<file path="config.mk">
export PLATFORM = sky130hd
export DESIGN_NAME = audio_source_mixer
export DESIGN_NICKNAME = d
export VERILOG_FILES = /design/src/rtl/audio_mix_pkg.sv /design/src/rtl/tone_loop_counter.sv /design/src/rtl/audio_source_mixer.sv
export SDC_FILE = /design/constraint.sdc
export NUM_CORES = 1
export LEC_CHECK = 0
export ABC_AREA = 1
export CAP_MARGIN = 20
export CORE_ASPECT_RATIO = 1.25
export CORE_MARGIN = 8
export CORE_UTILIZATION = 52
export DETAILED_ROUTE_END_ITERATION = 16
export HOLD_SLACK_MARGIN = 0.03
export PLACE_DENSITY = 0.81
export SLEW_MARGIN = 20
export SYNTH_ARGS = -nofsm -noshare
export SYNTH_HDL_FRONTEND = slang
export SYNTH_SLANG_ARGS = --single-unit
export TNS_END_PERCENT = 10
</file>
<file path="constraint.sdc">
create_clock -name clk -period 9.1 [get_ports clk]
set_input_delay 1.365 -clock clk [delete_from_list [all_inputs] [get_ports clk]]
set_output_delay 1.365 -clock clk [all_outputs]
set_load 0.05 [all_outputs]
</file>
<file path="src/rtl/audio_mix_pkg.sv">
// Shared types and helpers for the audio source mixer.
// Latency: n/a (types, constants and a pure function only).
// Backpressure: n/a.
// Contents: mode_t (output source select), state_t (frame FSM states),
//           sat_s64 (clamp a sign-extended value to a w-bit signed range).
package audio_mix_pkg;

  typedef enum logic [1:0] {
    MODE_PASS = 2'b00,
    MODE_TONE = 2'b01,
    MODE_MIX  = 2'b10,
    MODE_MUTE = 2'b11
  } mode_t;

  typedef enum logic [1:0] {
    ST_IDLE    = 2'b00,
    ST_CAPTURE = 2'b01,
    ST_WRITE   = 2'b10,
    ST_SETTLE  = 2'b11
  } state_t;

  // Clamp a sign-extended value into the range of a w-bit signed number.
  // Callers keep only the low w bits of the result.
  function automatic logic signed [63:0] sat_s64(input logic signed [63:0] v,
                                                 input int w);
    logic signed [63:0] hi;
    logic signed [63:0] lo;
    hi = (64'sd1 <<< (w - 1)) - 64'sd1;
    lo = -hi - 64'sd1;
    if (v > hi)
      return hi;
    else if (v < lo)
      return lo;
    else
      return v;
  endfunction

endpackage

</file>
<file path="src/rtl/tone_loop_counter.sv">
// Tone ROM address generator: loops 0..tone_last, restartable.
// Latency: rom_addr updates one cycle after advance/restart.
// Backpressure: none; advances only when the frame FSM pulses advance.
// Ports: clk, reset (sync, active-high), advance (step once), restart (force 0,
//        wins over advance), tone_last (last loop address), rom_addr (registered).
module tone_loop_counter
  import audio_mix_pkg::*;
#(
  parameter int ADDR_W = 16
) (
  input  logic              clk,
  input  logic              reset,
  input  logic              advance,
  input  logic              restart,
  input  logic [ADDR_W-1:0] tone_last,
  output logic [ADDR_W-1:0] rom_addr
);

  always_ff @(posedge clk) begin
    if (reset) begin
      rom_addr <= '0;
    end else if (restart) begin
      rom_addr <= '0;
    end else if (advance) begin
      // ">=" rather than "==" so a loop end lowered below the current
      // address still wraps on the next step instead of running to the top.
      if (rom_addr >= tone_last)
        rom_addr <= '0;
      else
        rom_addr <= rom_addr + ADDR_W'(1);
    end
  end

endmodule

</file>
<file path="src/rtl/audio_source_mixer.sv">
// Per CODEC frame: pop one ADC pair, fetch one looped tone sample, push
//   passthrough / tone / mix / silence to the DAC.
// Latency: ready seen in IDLE at cycle n -> registered data + read/write pulse at n+2;
//   4-cycle minimum frame. Backpressure: frame starts only when both FIFOs are
//   ready; once started a frame always completes (ready drops ignored).
// Ports: clk, reset (sync, active-high), mode/vol (sampled at capture),
//   tone_last/restart (tone loop control), read_ready/write_ready + readdata_* +
//   read/write/writedata_* (CODEC FIFOs), rom_addr/rom_q (1-cycle sync ROM).
// Build option: define AUDIO_MIX_SAT_EN to saturate the mix sum; otherwise it wraps.
module audio_source_mixer
  import audio_mix_pkg::*;
#(
  parameter int DATA_W = 24,
  parameter int ADDR_W = 16
) (
  input  logic              clk,
  input  logic              reset,
  input  logic [1:0]        mode,
  input  logic [2:0]        vol,
  input  logic [ADDR_W-1:0] tone_last,
  input  logic              restart,
  input  logic              read_ready,
  input  logic              write_ready,
  input  logic [DATA_W-1:0] readdata_left,
  input  logic [DATA_W-1:0] readdata_right,
  output logic              read,
  output logic              write,
  output logic [DATA_W-1:0] writedata_left,
  output logic [DATA_W-1:0] writedata_right,
  output logic [ADDR_W-1:0] rom_addr,
  input  logic [DATA_W-1:0] rom_q
);

  state_t state;
  logic   advance;

  logic signed [DATA_W-1:0] tone;
  logic        [DATA_W-1:0] mix_left;
  logic        [DATA_W-1:0] mix_right;
  logic        [DATA_W-1:0] next_left;
  logic        [DATA_W-1:0] next_right;

  // Step the tone loop during the DAC push, so the new address has the
  // SETTLE and IDLE cycles to propagate through the ROM before the next capture.
  assign advance = (state == ST_WRITE);

  tone_loop_counter #(
    .ADDR_W (ADDR_W)
  ) u_tone_loop_counter (
    .clk       (clk),
    .reset     (reset),
    .advance   (advance),
    .restart   (restart),
    .tone_last (tone_last),
    .rom_addr  (rom_addr)
  );

`ifdef AUDIO_MIX_SAT_EN
  // One guard bit keeps the true sum so overflow can be clamped.
  logic signed [DATA_W:0] sum_left;
  logic signed [DATA_W:0] sum_right;

  always_comb begin
    sum_left  = {readdata_left[DATA_W-1], readdata_left} + {tone[DATA_W-1], tone};
    sum_right = {readdata_right[DATA_W-1], readdata_right} + {tone[DATA_W-1], tone};
    mix_left  = DATA_W'(sat_s64(64'(sum_left), DATA_W));
    mix_right = DATA_W'(sat_s64(64'(sum_right), DATA_W));
  end
`else
  // Wrapping mix: the low DATA_W bits of the sum are all that survive.
  always_comb begin
    mix_left  = readdata_left + tone;
    mix_right = readdata_right + tone;
  end
`endif

  always_comb begin
    tone       = $signed(rom_q) >>> vol;
    next_left  = '0;
    next_right = '0;
    case (mode_t'(mode))
      MODE_PASS: begin
        next_left  = readdata_left;
        next_right = readdata_right;
      end
      MODE_TONE: begin
        next_left  = tone;
        next_right = tone;
      end
      MODE_MIX: begin
        next_left  = mix_left;
        next_right = mix_right;
      end
      MODE_MUTE: begin
        next_left  = '0;
        next_right = '0;
      end
      default: begin
        next_left  = '0;
        next_right = '0;
      end
    endcase
  end

  always_ff @(posedge clk) begin
    if (reset) begin
      state           <= ST_IDLE;
      read            <= 1'b0;
      write           <= 1'b0;
      writedata_left  <= '0;
      writedata_right <= '0;
    end else begin
      case (state)
        ST_IDLE: begin
          if (read_ready && write_ready)
            state <= ST_CAPTURE;
        end
        ST_CAPTURE: begin
          // Data and both FIFO strobes register together so the DAC sees
          // valid data in the same cycle as its push. The ADC pop is issued
          // in every mode so the input FIFO never backs up.
          writedata_left  <= next_left;
          writedata_right <= next_right;
          read            <= 1'b1;
          write           <= 1'b1;
          state           <= ST_WRITE;
        end
        ST_WRITE: begin
          read  <= 1'b0;
          write <= 1'b0;
          state <= ST_SETTLE;
        end
        ST_SETTLE: begin
          state <= ST_IDLE;
        end
        default: begin
          read  <= 1'b0;
          write <= 1'b0;
          state <= ST_IDLE;
        end
      endcase
    end
  end

endmodule

</file>
**Word-level counts from Yosys, hierarchy flattened**

Cells that the tools add are included.

- Word-level logic and storage cells: 28
- Input port bits: 98
- Register bits after elaboration: 67

- Add/subtract/negate cells: 3
- Muxes and demuxes: 6
- Shift-type cells: 1
- Reductions and logical operators: 5
- Order comparisons: 1
- Equality and inequality tests: 7

Operators by type and width:

| kind | number |
|---|---|
| 24-bit one-hot mux with 4 select lines | 2 |
| 24-bit adder | 2 |
| 24-bit by 3-bit >>> shifter with 24-bit output | 1 |
| 16-bit by 1-bit adder with 16-bit output (second input constant) | 1 |
| 16-bit >= comparator | 1 |
| 16-bit 2-to-1 mux | 1 |
| 2-bit == test (second input constant) | 4 |
| 2-bit one-hot mux with 4 select lines | 1 |
| 2-bit by 1-bit == test with 1-bit output (second input constant) | 2 |
| 2-bit logical NOT | 2 |
| 2-bit 2-to-1 mux | 1 |
| 2-bit inequality test (second input constant) | 1 |
| 1-bit one-hot mux with 2 select lines | 1 |
| 2-bit nonzero test | 1 |
| 2-bit OR reduction | 1 |
| 1-bit logical AND | 1 |

**Depth between registers and ports, before layout**

- Depth in word-level cells: 3
- Depth in mapped cells: 23
- Gate-level depth less buffers: 21

**By module**

From an unflattened synthesis, not the netlist that was laid out.

- Cell total of the unflattened synthesis: 1345
- Area, all modules: 7783.7 um2

Modules (own cells, without submodules):

| module | instances | area each (um2) | cells an instance | seq. area each (um2) |
|---|---|---|---|---|
| audio_source_mixer | 1 | 6580.1 | 1183 | 1021.0 |
| tone_loop_counter | 1 | 1203.7 | 162 | 320.3 |

**Worst setup path after synthesis**

OpenSTA, ideal clock, no wires.

- Path kind: input-to-reg
- Start: input vol[0]
- End: register writedata_left[12]
- Stages: 22
- Arrival time: 3.785 ns
- Slack: 5.183 ns
- Path buffers: 2
- Cell sequence: buf_4 inv_2 buf_6 o21ai_0 nand2_1 o21ai_0 o21ai_0 ha_1 inv_1 fa_1 inv_1 nand2_1 nand2_1 nand2_1 o21ai_0 nand2_1 nand2_1 nand2_1 nand3_1 nand2_1 nand2_1 a21oi_1

- Longest elaborated chain between the ends: 3

RTL lines:

| what | RTL line | source |
|---|---|---|
| from (decl) | audio_source_mixer.sv:19 | `input logic [2:0] vol,` |
| 24-bit by 3-bit >>> shifter with 24-bit output * | audio_source_mixer.sv:78 | `tone = $signed(rom_q) >>> vol;` |
| 24-bit adder | audio_source_mixer.sv:72 | `mix_left = readdata_left + tone;` |
| 24-bit one-hot mux with 4 select lines * | audio_source_mixer.sv:81 | `case (mode_t'(mode))` |
| to (signal assigned) | audio_source_mixer.sv:122 | `writedata_left <= next_left;` |
| to (decl) | audio_source_mixer.sv:28 | `output logic [DATA_W-1:0] writedata_left,` |

Mark *: on every way between the ends. The rest lies on a longest branch, timed or not.
A chain may end at the register's enable or synchronous reset.

**Worst setup path after layout**

Ends and elaborated chain as after synthesis.

==> results summary <==
The total leakage power came out at 0.00497 uW. The register-to-register setup slack is 6.89 ns. The residual overflow from global routing came out at 0. The worst setup path is launched from an input port.

The highest ir drop seen on vdd is 0.121 mV. TritonCTS built the clock tree. The starting density of the core is 0.529.

The summed instance area of the synthesized netlist came out at 0.00788 mm2. The layout overhead on the synthesized area is 25.6%. Setup violations remaining at the end of the flow were counted as 0.

The number of H-tree levels came out at 3. The length of the first detailed-routing pass in iterations came out at 7. The count of buffers added by post-CTS timing repair for setup is 0. Across the routed clock network, the largest skew measured is 0.0111 ns. The worst hold slack is 0.464 ns.

The run finished with clean final reports. The most frequently used flop master after synthesis is sky130_fd_sc_hd__dfxtp_1. The kind of end point of the critical path is a flip-flop.

The maximum operating frequency came out at 184 MHz. The share of Yosys cell area claimed by the top area cell type came out at 0.255. Routability-driven placement finished with a final weighted congestion of 1.06. The number of buffers inserted by hold repair at cts is 0. From left edge to right edge, the die measures 126 um. The sum of routed wire length over all layers is 28100 um. The count of flip-flops with a built-in enable after synthesis is 0. The biggest area contributor in the post-synthesis netlist is sky130_fd_sc_hd__nand2_1. The maximum number of buffers from clock root to sink is 2. Across every metal layer, demand over resource in global routing totals 0.282. The global-route wire length before repair came out at 43800 um.

The headroom to the max-slew limit is 0.263. The routed design could run at a clock period as short as 5.43 ns. The routed via count divided by cell count is 5.32.

The initial DRC count is 618. The sequential cell area fraction in the yosys report came out at 0.170. In the routed design, unresolved DRC markers number 0. The most common library cell in the layout ignoring fill and taps is sky130_fd_sc_hd__nand2_1. The fraction of layout cells with a size suffix above 1 is 0.0330. The cell sitting at the root of the clock tree is a sky130_fd_sc_hd__clkbuf_16. The total number of yosys warnings came out at 0. 0 antenna diodes ended up in the layout.

The mean instance size in the synthesized netlist is 5.47 um2. The floorplan core area is 0.0149 mm2. Adding up every negative setup slack in the final design gives 0 ns. The later pin in the worst-skew pair is clocked with a latency of 0.35 ns. The routed layout has 9360 vias. The layout net count is 1740. The post-synthesis sequential element count is 67. The critical path is of the input port to flip-flop type. The routed length per placed instance is 16.0 um. The final count of hold timing violations is 0.

The die area is 0.0194 mm2. The pin count of the biggest net entering global routing came out at 72. The arrival time reported for the critical path endpoint is 5.65 ns. 164 I/O pins were placed. The data required time of the worst path came out at 9.32 ns. By area the synthesized netlist is led by sky130_fd_sc_hd__nand2_1, sky130_fd_sc_hd__dfxtp_1, sky130_fd_sc_hd__ha_1, sky130_fd_sc_hd__inv_1, sky130_fd_sc_hd__nor2_1. The clock buffer count from CTS came out at 9. At the pin with the least slew margin, the transition time is 1.10 ns. When the netlist entered floorplanning its net count stood at 1607. The total power per unit cell area came out at 179 mW/mm2. The number of maximum-capacitance violations came out at 0.

The count of input and output buffers is 163. The number of clock sinks is 67. The type of the most critical hold path is flip-flop to flip-flop.

Leaving out fill and tap cells, the most frequent cells in the layout are sky130_fd_sc_hd__nand2_1, sky130_fd_sc_hd__inv_1, sky130_fd_sc_hd__clkdlybuf4s50_1. The number of rows in the core area came out at 50. The number of gates resized after cts is 0. The initial antenna violation count came to 0. The height of the die is 154 um. The number of nets with antenna violations after detailed routing came out at 0. The estimated wirelength of the detail-placed design is 23200 um. The post-CTS clock slew at the launch and capture registers of the worst setup and hold paths came out at 0.06 ns. Setup repair after global routing left no endpoint under its margin. The critical-path maximum fanout came out at 26. The number of global-route vias before repair was 8552. The period utilization came out at 0.597. The share of synthesized registers carrying an async set or reset is 0. The final-report max-slew violation count came to 0. In the synthesized netlist, the number of instances is 1440. The number of distinct library cells after synthesis is 41.
==> state kept, by name, summed over array words and instances, names as in the netlist <==
name,count
writedata_left,24
u_tone_loop_counter.rom_addr,16
writedata_right,24
write,1
state,2
==> power by group <==
| group | leakage (uW) | total (uW) | switching [uW] | internal (uW) |
|---|---|---|---|---|
| Sequential | 0.000546 | 380 | 30.5 | 350 |
| Clock | 0.000167 | 418 | 147 | 270 |
| Combinational | 0.00426 | 975 | 651 | 323 |
| Total | 0.00497 | 1770 | 829 | 943 |
==> logic make-up (layout without fill, tap and decap cells) <==
kind of cell,Yosys count,after routing,share of synthesized area
and+or+nand+nor,843,843,0.442
buffers and inverters,253,391,0.128
AOI/OAI and AO/OA,195,195,0.134
adders and majority gates,69,69,0.112
DFF,67,67,0.170
xor gates and xnor gates,8,8,0.00890
muxes,5,5,0.00635
==> metal layers <==
metal	track usage	share of wire	vias to the layer above
met5	0	0	-
met4	0.139	0.047	0
met3	0.0547	0.070	70
met2	0.494	0.47	350
met1	0.321	0.42	4129
li1	-	-	4811
==> layout make-up <==
type                       count  area (um2)
sequential                    67        1340
multi-input combinational   1120        5530
inverter                     208         781
timing repair buffer         167        1660
fill                        1483        5000
clock inverter                 7         124
clock buffer                   9         225
tap                          182         228
==> synth_stat cells (all sizes together) (6+ instances only) <==
cell    number
or2         15
nand4       14
a31oi       10
nand3       97
inv        208
xor2         7
o21ai       81
nor2       152
dfxtp       67
clkbuf      26
nor3        10
a21oi       86
nand3b      11
nand2      539
ha          67
o211ai       6
buf         19
==> metrics by stage <==
stage	total power (uW)	worst slack [ns]	utilization	instances	area, um2
after floorplan	1050	5.18	-	1440	7880
after global placement	1340	3.62	0.641	1744	9540
after detailed placement	1350	3.47	0.641	1744	9540
after CTS	1770	3.84	0.664	1760	9890
after global routing	1880	3.33	0.664	1760	9890
final	1770	3.67	0.664	1760	9890
==> worst max-delay path, cell delays in order <==
cell and delay (ns):
sky130_fd_sc_hd__clkdlybuf4s50_1 0.81, sky130_fd_sc_hd__inv_2 0.43, sky130_fd_sc_hd__o21ai_0 0.18, sky130_fd_sc_hd__nand2_1 0.09, sky130_fd_sc_hd__o21ai_0 0.14, sky130_fd_sc_hd__o21ai_0 0.60
sky130_fd_sc_hd__ha_1 0.33, sky130_fd_sc_hd__inv_1 0.07, sky130_fd_sc_hd__fa_1 0.38, sky130_fd_sc_hd__inv_1 0.11, sky130_fd_sc_hd__nand2_1 0.08, sky130_fd_sc_hd__nand2_1 0.08
sky130_fd_sc_hd__nand2_1 0.12, sky130_fd_sc_hd__o21ai_0 0.38, sky130_fd_sc_hd__nand2_1 0.13, sky130_fd_sc_hd__nand2_1 0.08, sky130_fd_sc_hd__nand2_1 0.04, sky130_fd_sc_hd__nand3_1 0.06
sky130_fd_sc_hd__nand2_1 0.05, sky130_fd_sc_hd__nand2_1 0.07, sky130_fd_sc_hd__a21oi_1 0.05
==> final timing paths <==
check | depth (start not counted) | endpoint | start
hold / removal | 2 | writedata_right[5] | writedata_right[5]
hold reg to reg | 2 | writedata_right[5] | writedata_right[5]
setup / recovery | 21 | writedata_left[12] | vol[0]
setup reg to reg | 8 | writedata_right[2] | state[1]
Note: power is estimated with default switching activity, not from simulation.
==> RTL change (same flow settings) <==
`ADDR_W` is set to 16 in 2 places; all go to 15.
--- a/src/rtl/tone_loop_counter.sv
+++ b/src/rtl/tone_loop_counter.sv
@@ -7,5 +7,5 @@
   import audio_mix_pkg::*;
 #(
-  parameter int ADDR_W = 16
+  parameter int ADDR_W = 15
 ) (
   input  logic              clk,
--- a/src/rtl/audio_source_mixer.sv
+++ b/src/rtl/audio_source_mixer.sv
@@ -12,5 +12,5 @@
 #(
   parameter int DATA_W = 24,
-  parameter int ADDR_W = 16
+  parameter int ADDR_W = 15
 ) (
   input  logic              clk,
Interface: changed (resized rom_addr and tone_last); port bits go from 164 to 162. No check against the original RTL was run, so the function may have changed too.
==> RTL change against the unedited design <==
Cell area rose by 1.3%. Fmax rose by 18%. Setup slack improved by 0.82 ns. Cell count fell by 0.68%. Sequential cell count fell by 1. Synthesized area rose by 1.9%. Sequential share of layout area fell by 0.37 points. Synthesized cell count fell by 1.3%. Routed wire length rose by 3.3%. Core utilization fell by 1.0 points. Power fell by 0.26%. Hold slack barely moved. Non-clock buffer count rose by 2. Critical path type unchanged. Largest cell class unchanged.
==> RTL change: results (changes against the unedited design) <==
[global_routing]
use_met3_pct = 3.767  ; was 5.467%
grt_pass1_wl_mm = 45.57  ; was 43.79 mm
grt_pass1_vias = 8865  ; was 8552
grt_start_max_net_pins = 63  ; was 72
met1_usage_pct = 32.85  ; was 32.07%

[placed_design]
dpl.cell_count = 1731  ; was 1744
dpl_cell_area_mm2 = 0.009686  ; was 0.009544 mm^2

[power]
vdd_ir_drop_max_mv = 0.1191  ; was 0.1209 mV
p_leak_nw = 4.955  ; was 4.970 nW

[logic_synthesis]
netlist_instances = 1421  ; was 1440
ys_top_cells_by_count = nand2_1 (518), inv_1 (191), nor2_1 (133)  ; was nand2_1 (536), inv_1 (205), nor2_1 (147)
yosys.cell_types.count = 48  ; was 41
ys_seq_area_share_pct = 16.46  ; was 17.03%
synthTopCellsByArea = nand2_1 (24%), dfxtp_1 (16%), ha_1 (10%)  ; was nand2_1 (26%), dfxtp_1 (17%), ha_1 (11%)

[timing]
worst-slew-pin-transition_ns = 1.078  ; was 1.104 ns
hold_slack_ns = 0.4642  ; was 0.4639 ns
skew_ns = 0.006043  ; was 0.01106 ns

[layout]
fillers = 1507  ; was 1483
reg_top3 = writedata_left: 24 flops, writedata_right: 24 flops, u_tone_loop_counter.rom_addr: 15 flops  ; was writedata_left: 24 flops, writedata_right: 24 flops, u_tone_loop_counter.rom_addr: 16 flops

[status]
run_status = completed  ; unchanged

[setup_path]
cp_slowest_cell = inv_1  ; was clkdlybuf4s50_1
cp_max_fo = 22  ; was 26
cpPeakStageDelay_ns = 0.55  ; was 0.81 ns
r2r_slack_ns = 6.52  ; was 6.89 ns
critPathArrivalTime_ns = 4.80  ; was 5.65 ns
crit_start = vol[2]  ; was vol[0]

[detailed_routing]
dr.first_iter.drc_count = 725  ; was 618

[min_path]
hold-path-endpoint = writedata_right[21]$_SDFFE_PP0N_  ; was writedata_right[5]$_SDFFE_PP0N_

## RTL change: cell types whose count changed after synthesis, sizes merged, moves of 7 or more
cell / change
nand3: +16
nor2: -16
clkbuf: -9
buf: +7
inv: -13
o21ai: -11
nand2: -10
## RTL change: layer usage
layer,part of all wire (%),vias up
li1,-,4809
met3,5.7,73
met5,0,-
met4,5.0,0
met1,39,4369
met2,50,325
## RTL change: cells by family (layout without fill, tap and decap cells)
kind of cell,after synthesis,count (layout),synth area share [%]
compound gates,184,184,13.92
xor+xnor,10,10,1.091
fa+ha+maj,68,68,10.79
buf+inv,238,380,12.10
flops,66,66,16.46
mux,3,3,0.5767
simple gates,852,852,45.07
## RTL change: layout make-up
cell class	count	area [um^2]	share of cell area (%)
timing repair buffer	169	1679	16.76
inverter	195	732.0	7.304
clock buffer	11	242.7	2.422
tap	185	231.5	2.310
multi-input combinational	1117	5737	57.25
clock inverter	5	77.57	0.7741
sequential	66	1321	13.19
## RTL change: metrics by stage
step | util [%] | total power [W] | worst slack (ns)
3_5_place_dp | 63.24 | 0.001381 | 4.187
2_1_floorplan | - | 0.001073 | 5.473
6_report | 65.43 | 0.001768 | 4.491
3_3_place_gp | 63.24 | 0.001374 | 4.254
5_1_grt | 65.43 | 0.001876 | 4.174
4_1_cts | 65.34 | 0.001763 | 4.538
## RTL change: power by group
part,switching (W),internal [W]
combinational,0.000673,0.000335
clock,0.000133,0.000246
sequential,0.0000347,0.000346
